### src/rtl/row_scan_ctrl.sv
// row_scan_ctrl: row scan sequencer for the playfield line-clear path.
// On start it requests every row from the bottom (NUM_ROWS-1) up to row 0.
// For each row it pulses row_ld, waits for row_ready, then checks whether
// every read_reg word differs from the background colour. A missing
// row_ready is retried after TIMEOUT cycles, up to MAX_RETRY times per row,
// after which the scan ends with err set.
//
// Ports:
//   clk, reset           clock, asynchronous active-high reset
//   start                one-cycle scan request (ignored while busy)
//   abort                level, returns to IDLE from any active state
//   row_ready            read_reg holds the requested row this cycle
//   read_reg[9:0]        row words, index 0 = leftmost column
//   row_ld, row          read request pulse and requested row index
//   busy, done, err      scan status
//   full_mask            bit r set = row r full
//   full_count           number of full rows (saturating)
//   lowest_full          largest full row index, 8'hFF if none

// Per-column occupancy check: one instance per compared column.
module row_scan_word_chk #(
  parameter logic [15:0] BKGD_CLR = 16'h000F
) (
  input  logic [15:0] word,
  output logic        occ
);
  assign occ = (word != BKGD_CLR);
endmodule

module row_scan_ctrl #(
  parameter int          NUM_ROWS  = 20,
  parameter int          NUM_COLS  = 10,
  parameter logic [15:0] BKGD_CLR  = 16'h000F,
  parameter int          TIMEOUT   = 1023,
  parameter int          MAX_RETRY = 3
) (
  input  logic                 clk,
  input  logic                 reset,
  input  logic                 start,
  input  logic                 abort,
  input  logic                 row_ready,
  input  logic [9:0][15:0]     read_reg,
  output logic                 row_ld,
  output logic [7:0]           row,
  output logic                 busy,
  output logic                 done,
  output logic                 err,
  output logic [NUM_ROWS-1:0]  full_mask,
  output logic [4:0]           full_count,
  output logic [7:0]           lowest_full
);

  localparam int TW = (TIMEOUT < 1)   ? 1 : $clog2(TIMEOUT + 1);
  localparam int RW = (MAX_RETRY < 1) ? 1 : $clog2(MAX_RETRY + 1);

  typedef enum logic [2:0] {IDLE, ISSUE, WAIT, EVAL, NEXT, FIN} state_t;

  state_t          state;
  logic [TW-1:0]   timer;
  logic [RW-1:0]   retry;
  logic            full_q;
  logic [NUM_COLS-1:0] occ;
  logic            row_full;

  // Only columns 0..NUM_COLS-1 take part in the full-row decision.
  generate
    for (genvar c = 0; c < NUM_COLS; c++) begin : g_col
      row_scan_word_chk #(.BKGD_CLR(BKGD_CLR)) u_chk (
        .word (read_reg[c]),
        .occ  (occ[c])
      );
    end
  endgenerate

  assign row_full = &occ;

  // row_ld is registered: it is raised on every transition into ISSUE and
  // dropped on the way out, so it is high for exactly the ISSUE cycle.
  always_ff @(posedge clk or posedge reset) begin
    if (reset) begin
      state       <= IDLE;
      timer       <= '0;
      retry       <= '0;
      full_q      <= 1'b0;
      row_ld      <= 1'b0;
      row         <= 8'd0;
      busy        <= 1'b0;
      done        <= 1'b0;
      err         <= 1'b0;
      full_mask   <= '0;
      full_count  <= 5'd0;
      lowest_full <= 8'hFF;
    end else if (abort && state != IDLE) begin
      // Results are deliberately left partial; no done pulse.
      state  <= IDLE;
      row_ld <= 1'b0;
      busy   <= 1'b0;
      done   <= 1'b0;
    end else begin
      case (state)
        IDLE: begin
          done <= 1'b0;
          if (start && !abort) begin
            full_mask   <= '0;
            full_count  <= 5'd0;
            err         <= 1'b0;
            retry       <= '0;
            lowest_full <= 8'hFF;
            row         <= 8'(NUM_ROWS - 1);
            busy        <= 1'b1;
            row_ld      <= 1'b1;
            state       <= ISSUE;
          end
        end
        ISSUE: begin
          row_ld <= 1'b0;
          timer  <= '0;
          state  <= WAIT;
        end
        WAIT: begin
          // A row_ready coinciding with the timeout takes precedence.
          if (row_ready) begin
            full_q <= row_full;
            state  <= EVAL;
          end else if (timer == TW'(TIMEOUT)) begin
            if (retry < RW'(MAX_RETRY)) begin
              retry  <= retry + 1'b1;
              row_ld <= 1'b1;
              state  <= ISSUE;
            end else begin
              err   <= 1'b1;
              done  <= 1'b1;
              busy  <= 1'b0;
              state <= FIN;
            end
          end else begin
            timer <= timer + 1'b1;
          end
        end
        EVAL: begin
          if (full_q) begin
            for (int r = 0; r < NUM_ROWS; r++)
              if (row == 8'(r)) full_mask[r] <= 1'b1;
            if (full_count != 5'd31) full_count <= full_count + 5'd1;
            // Scan runs bottom-up, so the first hit is the bottom-most row.
            if (lowest_full == 8'hFF) lowest_full <= row;
          end
          state <= NEXT;
        end
        NEXT: begin
          if (row == 8'd0) begin
            done  <= 1'b1;
            busy  <= 1'b0;
            state <= FIN;
          end else begin
            row    <= row - 8'd1;
            retry  <= '0;
            row_ld <= 1'b1;
            state  <= ISSUE;
          end
        end
        FIN: begin
          done  <= 1'b0;
          state <= IDLE;
        end
        default: state <= IDLE;
      endcase
    end
  end

endmodule
### config.mk
export PLATFORM = sky130hd
export DESIGN_NAME = row_scan_ctrl
export DESIGN_NICKNAME = d
export VERILOG_FILES = /design/src/rtl/row_scan_ctrl.sv
export SDC_FILE = /design/constraint.sdc
export NUM_CORES = 1
export LEC_CHECK = 0
export CAP_MARGIN = 20
export CORE_MARGIN = 4
export CORE_UTILIZATION = 41
export CTS_CLUSTER_SIZE = 20
export DETAILED_ROUTE_END_ITERATION = 10
export PLACE_DENSITY_LB_ADDON = 0.12
export SKIP_LAST_GASP = 1
export SYNTH_ARGS = -nofsm -noshare
export SYNTH_HDL_FRONTEND = slang
export SYNTH_SLANG_ARGS = --single-unit
### constraint.sdc
create_clock -name clk -period 3.35 [get_ports clk]
set_input_delay 0.5025 -clock clk [delete_from_list [all_inputs] [get_ports clk]]
set_output_delay 0.5025 -clock clk [all_outputs]
set_load 0.01 [all_outputs]
==> results.yml <==
outcome:
  status: "complete, no violations"
clock_network:
  cts_tree: "done"
  cts_buffer_depth: 2
  cts.clk_slew.worst_paths_ns: 0.07
  cts_sinks: 61
  hold_buffers: 0
  numCtsBuffers: 9
  cts-htree-levels: 3
  cts_resized: 0
  postCtsSetupBuffers: 0
  cts_root_buf: "clkbuf_8"
  clk_latency_ns: 0.35
final_layout:
  layout-drive-gt1-share_pct: 6.156
  final_cell_area_um2: 5887
  n_antenna_cell: 0
  area_growth_pct: 67.80
  final_core_util_pct: 71.29
  nets: 771
detailed_routing:
  routedWlPerCell_um: 18.35
  drtPass1Iterations: 5
  via_per_inst: 5.643
  ant_nets: 0
  drtIter0Drc: 230
  vias: 3984
  route.detailed.drc: 0
  drt_wl_total_um: 12960
power_and_ir_drop:
  power_leakage_nw: 2.381
  power-per-cell-area_nw_per_um2: 357.7
  ir_drop_mv: 0.2016
logic_synthesis:
  ys_top_cells_by_area: "dfrtp_1, o21ai_0, dfstp_2"
  synthMuxAreaShare_pct: 0.6419
  ys_seq_elements: 61
  synth_compound_area_share_pct: 15.98
  seq_area_frac_synth_pct: 43.79
  synth_flop_cell: "dfrtp_1"
  synthSimpleGateAreaFrac_pct: 31.70
  async_flop_share_pct: 100.0
  yosysUniqueCellTypes: 58
  syn-num-nets: 565
  synthXorXnorAreaFrac_pct: 1.498
  syn_area_per_cell_um2: 8.973
  synth-edff-count: 0
  ys.warnings.count: 0
  synthAdderAreaFrac_pct: 3.210
  synthCells: 391
  yosysTopAreaCell: "dfrtp_1"
  synth_top_area_share_pct: 37.80
  synth_area_um2: 3508
  synth_top_cells_by_count: "dfrtp_1, nand2_1, o21ai_0"
  synth_top_family_by_area: "simple AND/OR/NAND/NOR gates"
floorplan:
  die_h_um: 100.5
  initial_core_util_pct: 42.48
  core_um2: 8258
  io_pins: 210
  fp-row-count: 33
  die_x_um: 100.5
  die_area_um2: 10100
sta:
  hold_violations: 0
  rsz0062_at_grt: "false"
  worstMarginPinSlew_ns: 0.7489
  fin_crit_sh_pct: 73.15
  setup_ws_ns: 0.8993
  slew_violations: 0
  finalSetupTns_ns: 0
  clock_skew_ns: 0.005111
  slew-limit-headroom_pct: 50.08
  min_period_ns: 2.451
  setup_violations: 0
  clock.fmax_mhz: 408.1
  whs_ns: 0.4779
worst_hold_path:
  worstHoldPathCells: 1
  hold_class: "flip-flop to flip-flop"
  min_from: "busy$_DFFE_PP0P_"
  holdPathEnd: "busy$_DFFE_PP0P_"
worst_setup_path:
  crit_cells: 5
  cp-start-kind: "flip-flop"
  crit_family: "simple AND/OR/NAND/NOR gates"
  cp_max_fo: 23
  cp_slowest_cell: "dfrtp_1"
  cp.buffers_inverters: 0
  r2r_end: "full_mask[5]$_DFFE_PP0P_"
  worstSetupPathType: "flip-flop to flip-flop"
  r2r_slack_ns: 0.90
  worstPathRequired_ns: 3.58
  r2r-start: "state[1]$_DFFE_PP0P_"
  end_kind: "flip-flop"
  crit_chain: "or3b_2 -> a21oi_4 -> nand2_1 -> nand3b_1 -> o21ai_0"
  cp.arrival_ns: 2.68
  cpPeakStageDelay_ns: 0.61
  r2r_cells: 5
placement:
  dpl_cell_area_um2: 5673
  place.port_buffers: 209
  hpwl_um: 10570
  place.gp.congestion: 0.8903
  dp_slack_ns: 0.5550
global_routing:
  antenna_found_initial: 0
  grt_start_max_net_pins: 62
  grt_pass1_vias: 3904
  grt_pass1_wl_um: 19490
  gr-total-overflow: 0
  grt_use_total_pct: 25.20
job:
  max_cap_viol_count: 0
## cell families (layout without fill, tap and decap cells)
logic type,Yosys count,after routing
DFF,61,61
and+or+nand+nor,195,195
muxes,2,2
adders and majority gates,9,9
xor gates and xnor gates,6,6
buffers and inverters,25,235
AOI/OAI and AO/OA,93,93
## flip-flops by register name (all words and copies together) (netlist names)
name	flops
busy	1
state	3
err	1
row_ld	1
full_count	5
full_mask	20
done	1
row	8
full_q	1
timer	10
retry	2
lowest_full	8
## layout make-up
class	instances	area [µm²]
fillers	664	2371
repair buffers	212	2115
multi-input cells	305	1861
flip-flops and latches	61	1536
clock buffers	11	141.4
well taps	105	131.4
clock inverters	4	72.57
inverters	8	30.03
## worst max path at each step
stage	start	endpoint	slack (ns)
floorplan	reset	busy$_DFFE_PP0P_	1.35
global placement	abort	full_mask[12]$_DFFE_PP0P_	0.67
CTS	state[1]$_DFFE_PP0P_	full_mask[5]$_DFFE_PP0P_	0.92
finish	state[1]$_DFFE_PP0P_	full_mask[5]$_DFFE_PP0P_	0.90
global route	abort	full_mask[13]$_DFFE_PP0P_	0.70
detailed placement	abort	full_mask[5]$_DFFE_PP0P_	0.56
## routing by layer
layer  up-vias  GRT usage [%]  wire length (µm)
met5         -              0                 0
li1       1890              -                 -
met2       187          43.93              6808
met1      1889          30.82              4984
met3        18          5.398               927
met4         0          8.705               235
## through the flow
stage | instances | total power [W]
after floorplan | 391 | 0.001065
after global placement | 691 | 0.001377
final | 706 | 0.002106
after global routing | 706 | 0.002197
after CTS | 706 | 0.002117
after detailed placement | 691 | 0.001393
## where the power goes
group / internal [W] / leakage [nW] / switching [W]
registers: 0.000804 / 0.799 / 0.0000505
clock network: 0.000434 / 0.105 / 0.000292
logic: 0.000314 / 1.48 / 0.000211
total: 0.00155 / 2.38 / 0.000554
## cell usage in the layout (no fill, tap or decap), types with 2 or more instances in the layout
cell             count
a21oi_1             15
o21ai_0             47
xor2_1               6
or4_1                3
nand3b_1             3
ha_1                 9
nand2b_1             2
mux2_2               2
o22ai_1              3
and4b_1             10
a211oi_1             2
nor2b_1              3
inv_1                7
nand4_1             18
nor3_1               8
nor2_1              29
nor4_1              23
nor4b_1             10
o31ai_1              6
and4_1               3
dfstp_2              8
bufinv_16            2
a21o_1               4
buf_4                3
clkbuf_8            10
nand3_1             12
a31oi_1              2
and3_1               5
dfrtp_1             53
clkdlybuf4s50_1    209
nand2_1             53
nor3b_1              2
## worst register-to-register path, stage by stage, from the launching register on
cell,delay [ns]
dfrtp_1,0.61
or3b_2,0.62
a21oi_4,0.21
nand2_1,0.44
nand3b_1,0.34
o21ai_0,0.12
(Power assumes the default switching activity.)
